`config.mk`:
```
export PLATFORM = sky130hd
export DESIGN_NAME = dual_port_ram_sync_be_flat
export DESIGN_NICKNAME = d
export VERILOG_FILES = /design/src/rtl/dual_port_ram_sync_be_if.sv /design/src/rtl/dual_port_ram_sync_be.sv /design/src/flat_wrapper.sv
export SDC_FILE = /design/constraint.sdc
export NUM_CORES = 1
export LEC_CHECK = 0
export ABC_AREA = 1
export CORE_ASPECT_RATIO = 0.6
export CORE_MARGIN = 8
export CORE_UTILIZATION = 55
export CTS_CLUSTER_SIZE = 28
export DETAILED_ROUTE_END_ITERATION = 10
export PLACE_DENSITY = 0.76
export SYNTH_ARGS = -nofsm -noshare
export SYNTH_HDL_FRONTEND = slang
export SYNTH_SLANG_ARGS = --single-unit
```
`constraint.sdc`:
```
create_clock -name clk -period 1.99 [get_ports clk]
set_input_delay 0.199 -clock clk [delete_from_list [all_inputs] [get_ports clk]]
set_output_delay 0.199 -clock clk [all_outputs]
set_load 0.01 [all_outputs]
```
`src/rtl/dual_port_ram_sync_be_if.sv`:
```
// Bus bundle for dual_port_ram_sync_be: clear request/status, the byte-enabled
// write port and the read port. The master side (user) drives requests; the
// slave side (RAM) returns busy and read results.
interface dual_port_ram_sync_be_if #(
  parameter int DATA_WIDTH   = 16,
  parameter int BYTE_WIDTH   = 8,
  parameter int ADDRESS_SIZE = 3
);
  localparam int NUM_BYTES = DATA_WIDTH / BYTE_WIDTH;

  logic                    clr;
  logic                    busy;
  logic                    we;
  logic [ADDRESS_SIZE-1:0] wr_addr;
  logic [DATA_WIDTH-1:0]   wr_data;
  logic [NUM_BYTES-1:0]    wr_be;
  logic                    re;
  logic [ADDRESS_SIZE-1:0] rd_addr;
  logic [DATA_WIDTH-1:0]   rd_data;
  logic                    rd_valid;

  modport master (
    output clr, we, wr_addr, wr_data, wr_be, re, rd_addr,
    input  busy, rd_data, rd_valid
  );

  modport slave (
    input  clr, we, wr_addr, wr_data, wr_be, re, rd_addr,
    output busy, rd_data, rd_valid
  );
endinterface

```
`src/rtl/dual_port_ram_sync_be.sv`:
```
// Simple dual-port RAM, single clock: one byte-enabled write port, one read
// port with 1- or 2-cycle latency, selectable read-during-write behaviour and
// a sequenced clear engine that zeroes one word per cycle while busy is high.
module dual_port_ram_sync_be #(
  parameter int DATA_WIDTH    = 16,
  parameter int BYTE_WIDTH    = 8,
  parameter int ADDRESS_SIZE  = 3,
  parameter int ADDRESS_DEPTH = 8,
  parameter int RD_LATENCY    = 1,
  parameter int RDW_MODE      = 0
) (
  input logic                    clk,
  input logic                    rst,
  dual_port_ram_sync_be_if.slave bus
);
  localparam int NUM_BYTES = DATA_WIDTH / BYTE_WIDTH;
  // Depth widened by one bit so the range compare never truncates.
  localparam logic [ADDRESS_SIZE:0]   DEPTH_W  = (ADDRESS_SIZE+1)'(ADDRESS_DEPTH);
  localparam logic [ADDRESS_SIZE-1:0] LAST_PTR = ADDRESS_SIZE'(ADDRESS_DEPTH - 1);

  typedef enum logic [0:0] {
    IDLE  = 1'b0,
    CLEAR = 1'b1
  } state_t;

  state_t                  state_r, state_s;
  logic [ADDRESS_SIZE-1:0] clr_ptr_r, clr_ptr_s;
  logic                    busy_r, busy_s;
  logic                    clear_we_s;

  logic [DATA_WIDTH-1:0]   mem_r [0:ADDRESS_DEPTH-1];

  logic                    wr_ok_s;
  logic                    rd_ok_s;
  logic                    rd_in_range_s;
  logic [DATA_WIDTH-1:0]   rd_word_s;

  logic                    s1_valid_r;
  logic [DATA_WIDTH-1:0]   s1_data_r;

  // Accesses are only honoured while idle; out-of-range writes are dropped.
  assign wr_ok_s       = (state_r == IDLE) && bus.we && ({1'b0, bus.wr_addr} < DEPTH_W);
  assign rd_ok_s       = (state_r == IDLE) && bus.re;
  assign rd_in_range_s = ({1'b0, bus.rd_addr} < DEPTH_W);
  assign bus.busy      = busy_r;

  // Clear FSM next-state: a clr request arms the engine, which then walks every address once.
  always_comb begin
    state_s    = state_r;
    clr_ptr_s  = clr_ptr_r;
    busy_s     = busy_r;
    clear_we_s = 1'b0;
    case (state_r)
      IDLE: begin
        if (bus.clr) begin
          state_s   = CLEAR;
          clr_ptr_s = '0;
          busy_s    = 1'b1;
        end else begin
          busy_s    = 1'b0;
        end
      end
      CLEAR: begin
        clear_we_s = 1'b1;
        if (clr_ptr_r == LAST_PTR) begin
          state_s = IDLE;
          busy_s  = 1'b0;
        end else begin
          clr_ptr_s = clr_ptr_r + 1'b1;
        end
      end
      default: begin
        state_s   = CLEAR;
        clr_ptr_s = '0;
        busy_s    = 1'b1;
      end
    endcase
  end

  // Clear FSM state register; reset always restarts a full clear from address 0.
  always_ff @(posedge clk) begin
    if (rst) begin
      state_r   <= CLEAR;
      clr_ptr_r <= '0;
      busy_r    <= 1'b1;
    end else begin
      state_r   <= state_s;
      clr_ptr_r <= clr_ptr_s;
      busy_r    <= busy_s;
    end
  end

  // Memory array update: clear engine zeroes one word, otherwise enabled byte lanes are written.
  always_ff @(posedge clk) begin
    if (!rst) begin
      if (clear_we_s) begin
        mem_r[clr_ptr_r] <= '0;
      end else if (wr_ok_s) begin
        for (int i = 0; i < NUM_BYTES; i++) begin
          if (bus.wr_be[i]) begin
            mem_r[bus.wr_addr][i*BYTE_WIDTH +: BYTE_WIDTH] <= bus.wr_data[i*BYTE_WIDTH +: BYTE_WIDTH];
          end
        end
      end
    end
  end

  // Read word selection: zero when out of range, optional byte-merged bypass on a same-address write.
  always_comb begin
    rd_word_s = '0;
    if (rd_in_range_s) begin
      rd_word_s = mem_r[bus.rd_addr];
      if ((RDW_MODE == 1) && wr_ok_s && (bus.wr_addr == bus.rd_addr)) begin
        for (int i = 0; i < NUM_BYTES; i++) begin
          if (bus.wr_be[i]) begin
            rd_word_s[i*BYTE_WIDTH +: BYTE_WIDTH] = bus.wr_data[i*BYTE_WIDTH +: BYTE_WIDTH];
          end else begin
            rd_word_s[i*BYTE_WIDTH +: BYTE_WIDTH] = mem_r[bus.rd_addr][i*BYTE_WIDTH +: BYTE_WIDTH];
          end
        end
      end else begin
        rd_word_s = mem_r[bus.rd_addr];
      end
    end else begin
      rd_word_s = '0;
    end
  end

  // First read stage: captures the word on the accepting edge; data holds between reads.
  always_ff @(posedge clk) begin
    if (rst) begin
      s1_valid_r <= 1'b0;
      s1_data_r  <= '0;
    end else begin
      s1_valid_r <= rd_ok_s;
      if (rd_ok_s) begin
        s1_data_r <= rd_word_s;
      end
    end
  end

  generate
    if (RD_LATENCY == 2) begin : g_lat2
      logic                  out_valid_r;
      logic [DATA_WIDTH-1:0] out_data_r;

      // Extra output register stage for the two-cycle read latency.
      always_ff @(posedge clk) begin
        if (rst) begin
          out_valid_r <= 1'b0;
          out_data_r  <= '0;
        end else begin
          out_valid_r <= s1_valid_r;
          if (s1_valid_r) begin
            out_data_r <= s1_data_r;
          end
        end
      end

      assign bus.rd_valid = out_valid_r;
      assign bus.rd_data  = out_data_r;
    end else begin : g_lat1
      assign bus.rd_valid = s1_valid_r;
      assign bus.rd_data  = s1_data_r;
    end
  endgenerate
endmodule

```
`src/flat_wrapper.sv`:
```
// flat-port wrapper written by rule: the top's interface ports become plain ports
module dual_port_ram_sync_be_flat 
#(
  parameter int DATA_WIDTH    = 16,
  parameter int BYTE_WIDTH    = 8,
  parameter int ADDRESS_SIZE  = 3,
  parameter int ADDRESS_DEPTH = 8,
  parameter int RD_LATENCY    = 1,
  parameter int RDW_MODE      = 0
)
  (clk, rst, bus_clr, bus_we, bus_wr_addr, bus_wr_data, bus_wr_be, bus_re, bus_rd_addr, bus_busy, bus_rd_data, bus_rd_valid);
  dual_port_ram_sync_be_if #(.DATA_WIDTH(DATA_WIDTH), .BYTE_WIDTH(BYTE_WIDTH), .ADDRESS_SIZE(ADDRESS_SIZE)) bus_i ();
  input logic clk;
  input logic rst;
  input wire logic [$bits(bus_i.clr)-1:0] bus_clr;
  input wire logic [$bits(bus_i.we)-1:0] bus_we;
  input wire logic [$bits(bus_i.wr_addr)-1:0] bus_wr_addr;
  input wire logic [$bits(bus_i.wr_data)-1:0] bus_wr_data;
  input wire logic [$bits(bus_i.wr_be)-1:0] bus_wr_be;
  input wire logic [$bits(bus_i.re)-1:0] bus_re;
  input wire logic [$bits(bus_i.rd_addr)-1:0] bus_rd_addr;
  output wire logic [$bits(bus_i.busy)-1:0] bus_busy;
  output wire logic [$bits(bus_i.rd_data)-1:0] bus_rd_data;
  output wire logic [$bits(bus_i.rd_valid)-1:0] bus_rd_valid;
  assign bus_i.clr = bus_clr;
  assign bus_i.we = bus_we;
  assign bus_i.wr_addr = bus_wr_addr;
  assign bus_i.wr_data = bus_wr_data;
  assign bus_i.wr_be = bus_wr_be;
  assign bus_i.re = bus_re;
  assign bus_i.rd_addr = bus_rd_addr;
  assign bus_busy = bus_i.busy;
  assign bus_rd_data = bus_i.rd_data;
  assign bus_rd_valid = bus_i.rd_valid;
  dual_port_ram_sync_be #(.DATA_WIDTH(DATA_WIDTH), .BYTE_WIDTH(BYTE_WIDTH), .ADDRESS_SIZE(ADDRESS_SIZE), .ADDRESS_DEPTH(ADDRESS_DEPTH), .RD_LATENCY(RD_LATENCY), .RDW_MODE(RDW_MODE)) u_core (.clk(clk), .rst(rst), .bus(bus_i));
endmodule
```
Word-level counts from Yosys, hierarchy flattened
Memories as Yosys holds them, arrays and structs flattened. A register that Yosys moved wholly into a read port is not among the register bits.
Index checks and enable logic that the tools add are counted.
{"block": "totals", "ff_bits": 6, "ram_bits": 128, "inputBits": 29, "output_inout_bits": 18, "elab_cells": 40, "n_memories": 1}
{"memory": "u_core.mem_r", "depth": 8, "word_bits": 16, "rd": 1, "rd_ports_with_merged_regs": 1, "write_ports": 1, "line": "dual_port_ram_sync_be.sv:31", "text": "logic [DATA_WIDTH-1:0] mem_r [0:ADDRESS_DEPTH-1];"}
{"block": "op_classes", "addsub": 1, "eq_ne": 4, "mux": 25, "bitwise": 1, "n_reduce_logical": 4}
{"op": "$mux 1", "n": 17}
{"op": "$mux 16", "n": 1}
{"op": "$reduce_or 16->1", "n": 1}
{"op": "$mux 3", "n": 3}
{"op": "$ne 2x2->1 const B", "n": 3}
{"op": "$pmux 3 s2", "n": 1}
{"op": "$pmux 1 s2", "n": 2}
{"op": "$add 3x1->3 const B", "n": 1}
{"op": "$eq 3x3->1 const B", "n": 1}
{"op": "$logic_and 1x1->1", "n": 2}
{"op": "$mux 2", "n": 1}
{"op": "$reduce_and 2->1", "n": 1}
{"op": "$not 1->1", "n": 1}

Longest topological paths before layout
{"block": "depth", "depth_word": 8, "ltp_mapped": 8, "mapped_depth_nobuf": 7}

Worst setup path before layout
No wires, ideal clock.
{"block": "synth_timing", "path_type": "register to register", "start": "reg u_core.state_r", "end": "mem u_core.mem_r[0][0] (enable)", "setup_ps": 370, "t_arrival_ps": 1313, "required_ps": 1620, "path_slack_ps": 307, "stages_incl_launch_ff": 8, "path_buffers": 0, "synth_period_minus_slack_ps": 1683, "path_cell_list": "dfxtp_1 nor2_4 nand3_4 nand2_4 nand2_1 nand2_2 nand3_1 nor2_1"}
{"block": "synth_via", "elab_chain_cells": 8, "word_cells_on_any_way": 17, "cone_classes": "14 x mux; 1 x bitwise; 2 x reduce/logical"}
{"element": "start, declared", "line": "dual_port_ram_sync_be.sv:26", "text": "state_t state_r, state_s;"}
{"element": "start signal, assigned", "line": "dual_port_ram_sync_be.sv:87", "text": "state_r <= state_s;"}
{"element": "$not 1->1", "line": "dual_port_ram_sync_be.sv:42", "text": "assign wr_ok_s = (state_r == IDLE) && bus.we && ({1'b0, bus.wr_addr} < DEPTH_W);"}
{"element": "$logic_and 1x1->1", "line": "dual_port_ram_sync_be.sv:42"}
{"element": "$mux 1", "line": "dual_port_ram_sync_be.sv:98", "text": "end else if (wr_ok_s) begin"}
{"element": "$mux 1", "line": "dual_port_ram_sync_be.sv:96", "text": "if (clear_we_s) begin"}
{"element": "$mux 1", "line": "dual_port_ram_sync_be.sv:95", "text": "if (!rst) begin"}
{"element": "$mux 1 (implied by the code)", "line": "dual_port_ram_sync_be.sv:101", "text": "mem_r[bus.wr_addr][i*BYTE_WIDTH +: BYTE_WIDTH] <= bus.wr_data[i*BYTE_WIDTH +: BYTE_WIDTH];"}
{"element": "$reduce_or 16->1 (no line)"}
{"element": "$mux 3 (no line) / $mux 2 (equally long branches)"}
{"element": "end, declared", "line": "dual_port_ram_sync_be.sv:31"}
Parallel ways exist; a longest one is shown, timed or not.

Final worst setup path
{"block": "layout_timing", "start": "reg u_core.state_r", "end": "mem u_core.mem_r[7][15] (enable)"}
Same word-level chain as after synthesis.

==> results.md <==
* Status: finished clean
* Syn Inst Count at 610
* CP peak stage delay at 340 ps
* H-Tree Depth at 4
* Syn nets at 641
* Clk slew on worst S/H paths at 60 ps
* Worst-Margin Slew at 771.7 ps
* Post-DP HPWL at 11.06 mm
* Clock tree sinks at 150
* TritonCTS buffer count at 17
* Nature of the critical path startpoint: flop
* Chip width at 153.9 um
* PostCTS Resize Cnt at 0
* Clock tree buffer depth at 2
* Worst reg2reg path startpoint: u_core.state_r
* Hold Crit Start: bus_re
* Via count at 4,738
* DR vias/cell at 5.587
* Crit Path Category: reg -> reg
* Top post-synthesis cells by count: nand2_1 (217), edfxtp_1 (128), nor2_1 (66)
* Fillers at 758
* Post-CTS setup buffer count at 0
* FF-to-FF path depth at 7
* Max Fclk at 577.5 MHz
* RR Endpoint: u_core.mem_r[7][15]
* Worst slew margin at 0.4848
* Setup WS post-layout at 258.3 ps
* Crit share post-route at 0.8702
* Iter 0 DRT Violations at 646
* Clk_skew at 8.286 ps
* Global-route wire length before repair at 24.72 mm
* Hold endpoint: u_core.bus.rd_valid
* Main area contributors after synthesis: edfxtp_1 (61%), nand2_1 (13%), dfxtp_1 (7.0%)
* Ys flop type: edfxtp_1
* Number of global-route vias before repair at 4,463
* Worst path top cell family by delay: buffers and inverters
* Pwr Total at 7.290 mW
* Syn avg cell area at 10.29 um^2
* WP data arrival at 1860 ps
* FF-to-FF setup slack at 260 ps
* Max-cap violation count at 0
* Final Util at 0.6880
* Critical path's most frequent cell: buf_4
* Largest net degree at the start of global routing at 49
* Yosys warns at 0
* CP Cell Sequence: nor2_4 -> nand3_4 -> buf_4 -> o21ai_0 -> inv_1 -> nor2_1 -> buf_4
* Placed cell areas at 7108 um^2
* Final ANT Viol Nets at 0
* Distinct cells, synth at 21
* Core ar. at 11,220 um^2
* Worst path bufs/invs at 3
* Setup WS pre-CTS at -51.19 ps
* Post-synth EDFFs at 128
* CP Max Fanout at 8
* Max Slew Vio Count at 0
* Row cnt at 30
* Fin area at 7721 um^2
* Hold Vio Cnt, Final at 0
* Hold Buf Count CTS at 0
* GRT Total Usage at 0.2187
* Static Leak at 3.160 nW
* Nets at 722
* Crit. End Element: flop
* RSZ-0062 raised after global routing: no
* DRT Pass-1 Iters at 5
* DRC violations left at 0
* Layout area overhead at 22.98%
* Clk Latency, worst-skew pair at 420 ps
* Sequential area share after synthesis at 0.6823
* Initial antenna violation count at 0
* Total grt overflow at 0
* Most numerous cell in the Yosys netlist: nand2_1
* Synth area leader: edfxtp_1
* Final setup fails at 0
* Share of layout cells above drive strength 1 at 0.1250
* Peak VDD IR at 680.3 uV
* Die area at 15,200 um^2
* Wirelength per Cell at 19.04 um
* Register bit total from synthesis at 150
* Critical path's slowest cell: dfxtp_1
* Starting Density at 0.5594
* GP Congestion at 0.9311
* Number of antenna cells inserted at 0
* TritonCTS clock tree: yes
* Mapped Area at 6279 um^2
* Min-Delay Path Class: in -> reg
* Clock Tree Root: clkbuf_16
* Asr flop ratio synth at 0
* Crit path time final at 1732 ps
* Pwr dens at 944.1 nW/um^2
* Io pins at 47
* Hold depth at 3
* Die Height at 98.76 um
* Post-synth top area share at 0.6122
* Routed WL at 16.14 mm
* Worst EP required at 2120 ps
* PortBufs at 46
==> cell usage in the layout (no fill, tap or decap) <==
master and n:
nand3_4 2, edfxtp_1 128, clkbuf_16 17, buf_12 2, clkinvlp_4 2, clkinv_1 1
nor2_4 1, buf_4 43, nand2_1 217, inv_1 29, clkinv_2 3, o21ai_0 36
a21oi_1 17, clkinv_4 2, ha_1 2, inv_6 1, nand2_2 6, buf_2 1
nand3_1 50, dfxtp_1 22, nor2_1 66, nand2_4 1, clkdlybuf4s50_1 45, bufinv_16 4
clkbuf_1 2, a211oi_1 1, inv_2 3
==> cell families after synthesis <==
group                      count (synthesis)  share of synthesized area
AOI/OAI and AO/OA                         54                    0.04344
adders and majority gates                  2                   0.003985
buffers and inverters                     61                    0.04603
DFF                                      150                     0.6823
and+or+nand+nor                          343                     0.2242
==> final cells by class <==
| type | count | area (um^2) | share of cell area |
|---|---|---|---|
| inverter | 32 | 120.1 | 0.01556 |
| timing repair buffer | 91 | 818.3 | 0.1060 |
| clock inverter | 13 | 180.2 | 0.02333 |
| clock buffer | 19 | 432.9 | 0.05607 |
| multi-input combinational | 399 | 1705 | 0.2209 |
| tap | 144 | 180.2 | 0.02333 |
| sequential | 150 | 4284 | 0.5549 |
==> state kept, by name (all words and copies together), names as in the netlist <==
register and count:
u_core.state_r 1, u_core.bus.busy 1, u_core.clr_ptr_r 3, u_core.bus.rd_valid 1, u_core.mem_r 128, u_core.bus.rd_data 16
==> power by group <==
part	internal (mW)	switching (mW)
sequential	3.46	0.0267
combinational	0.172	0.318
clock	2.09	1.22
total	5.72	1.57
==> how the worst max path moves through the flow <==
stage                     slack, ps  cells past startpoint             endpoint           start
after floorplan                 310                      7   u_core.mem_r[0][0]  u_core.state_r
final                           260                      7  u_core.mem_r[7][15]  u_core.state_r
after global routing            160                      7  u_core.mem_r[0][13]  u_core.state_r
after detailed placement        -50                      9  u_core.mem_r[4][14]             rst
after global placement           -6                      8   u_core.mem_r[0][1]          bus_we
after CTS                       270                      8  u_core.mem_r[0][11]  u_core.state_r
==> stage by stage <==
step	cells	TNS (ps)	hold slack [ps]
6_report	848	0	363.4
4_1_cts	848	0	358.5
3_3_place_gp	816	-48.33	466.2
2_1_floorplan	610	0	271.4
3_5_place_dp	816	-2830	479.9
5_1_grt	848	0	361.3
==> metal layers <==
layer  global-route usage  part of all wire  vias to the layer above
li1                     -                 -                     2188
met1               0.3127              0.44                     2206
met2               0.2956              0.40                      315
met3              0.08126              0.14                       29
met4              0.08015             0.015                        0
met5                    0                 0                        -
==> worst min-delay path: stages <==
cell,delay (ps)
clkdlybuf4s50_1,410
nand2_1,90
nor2_1,40
(Power assumes the default switching activity.)
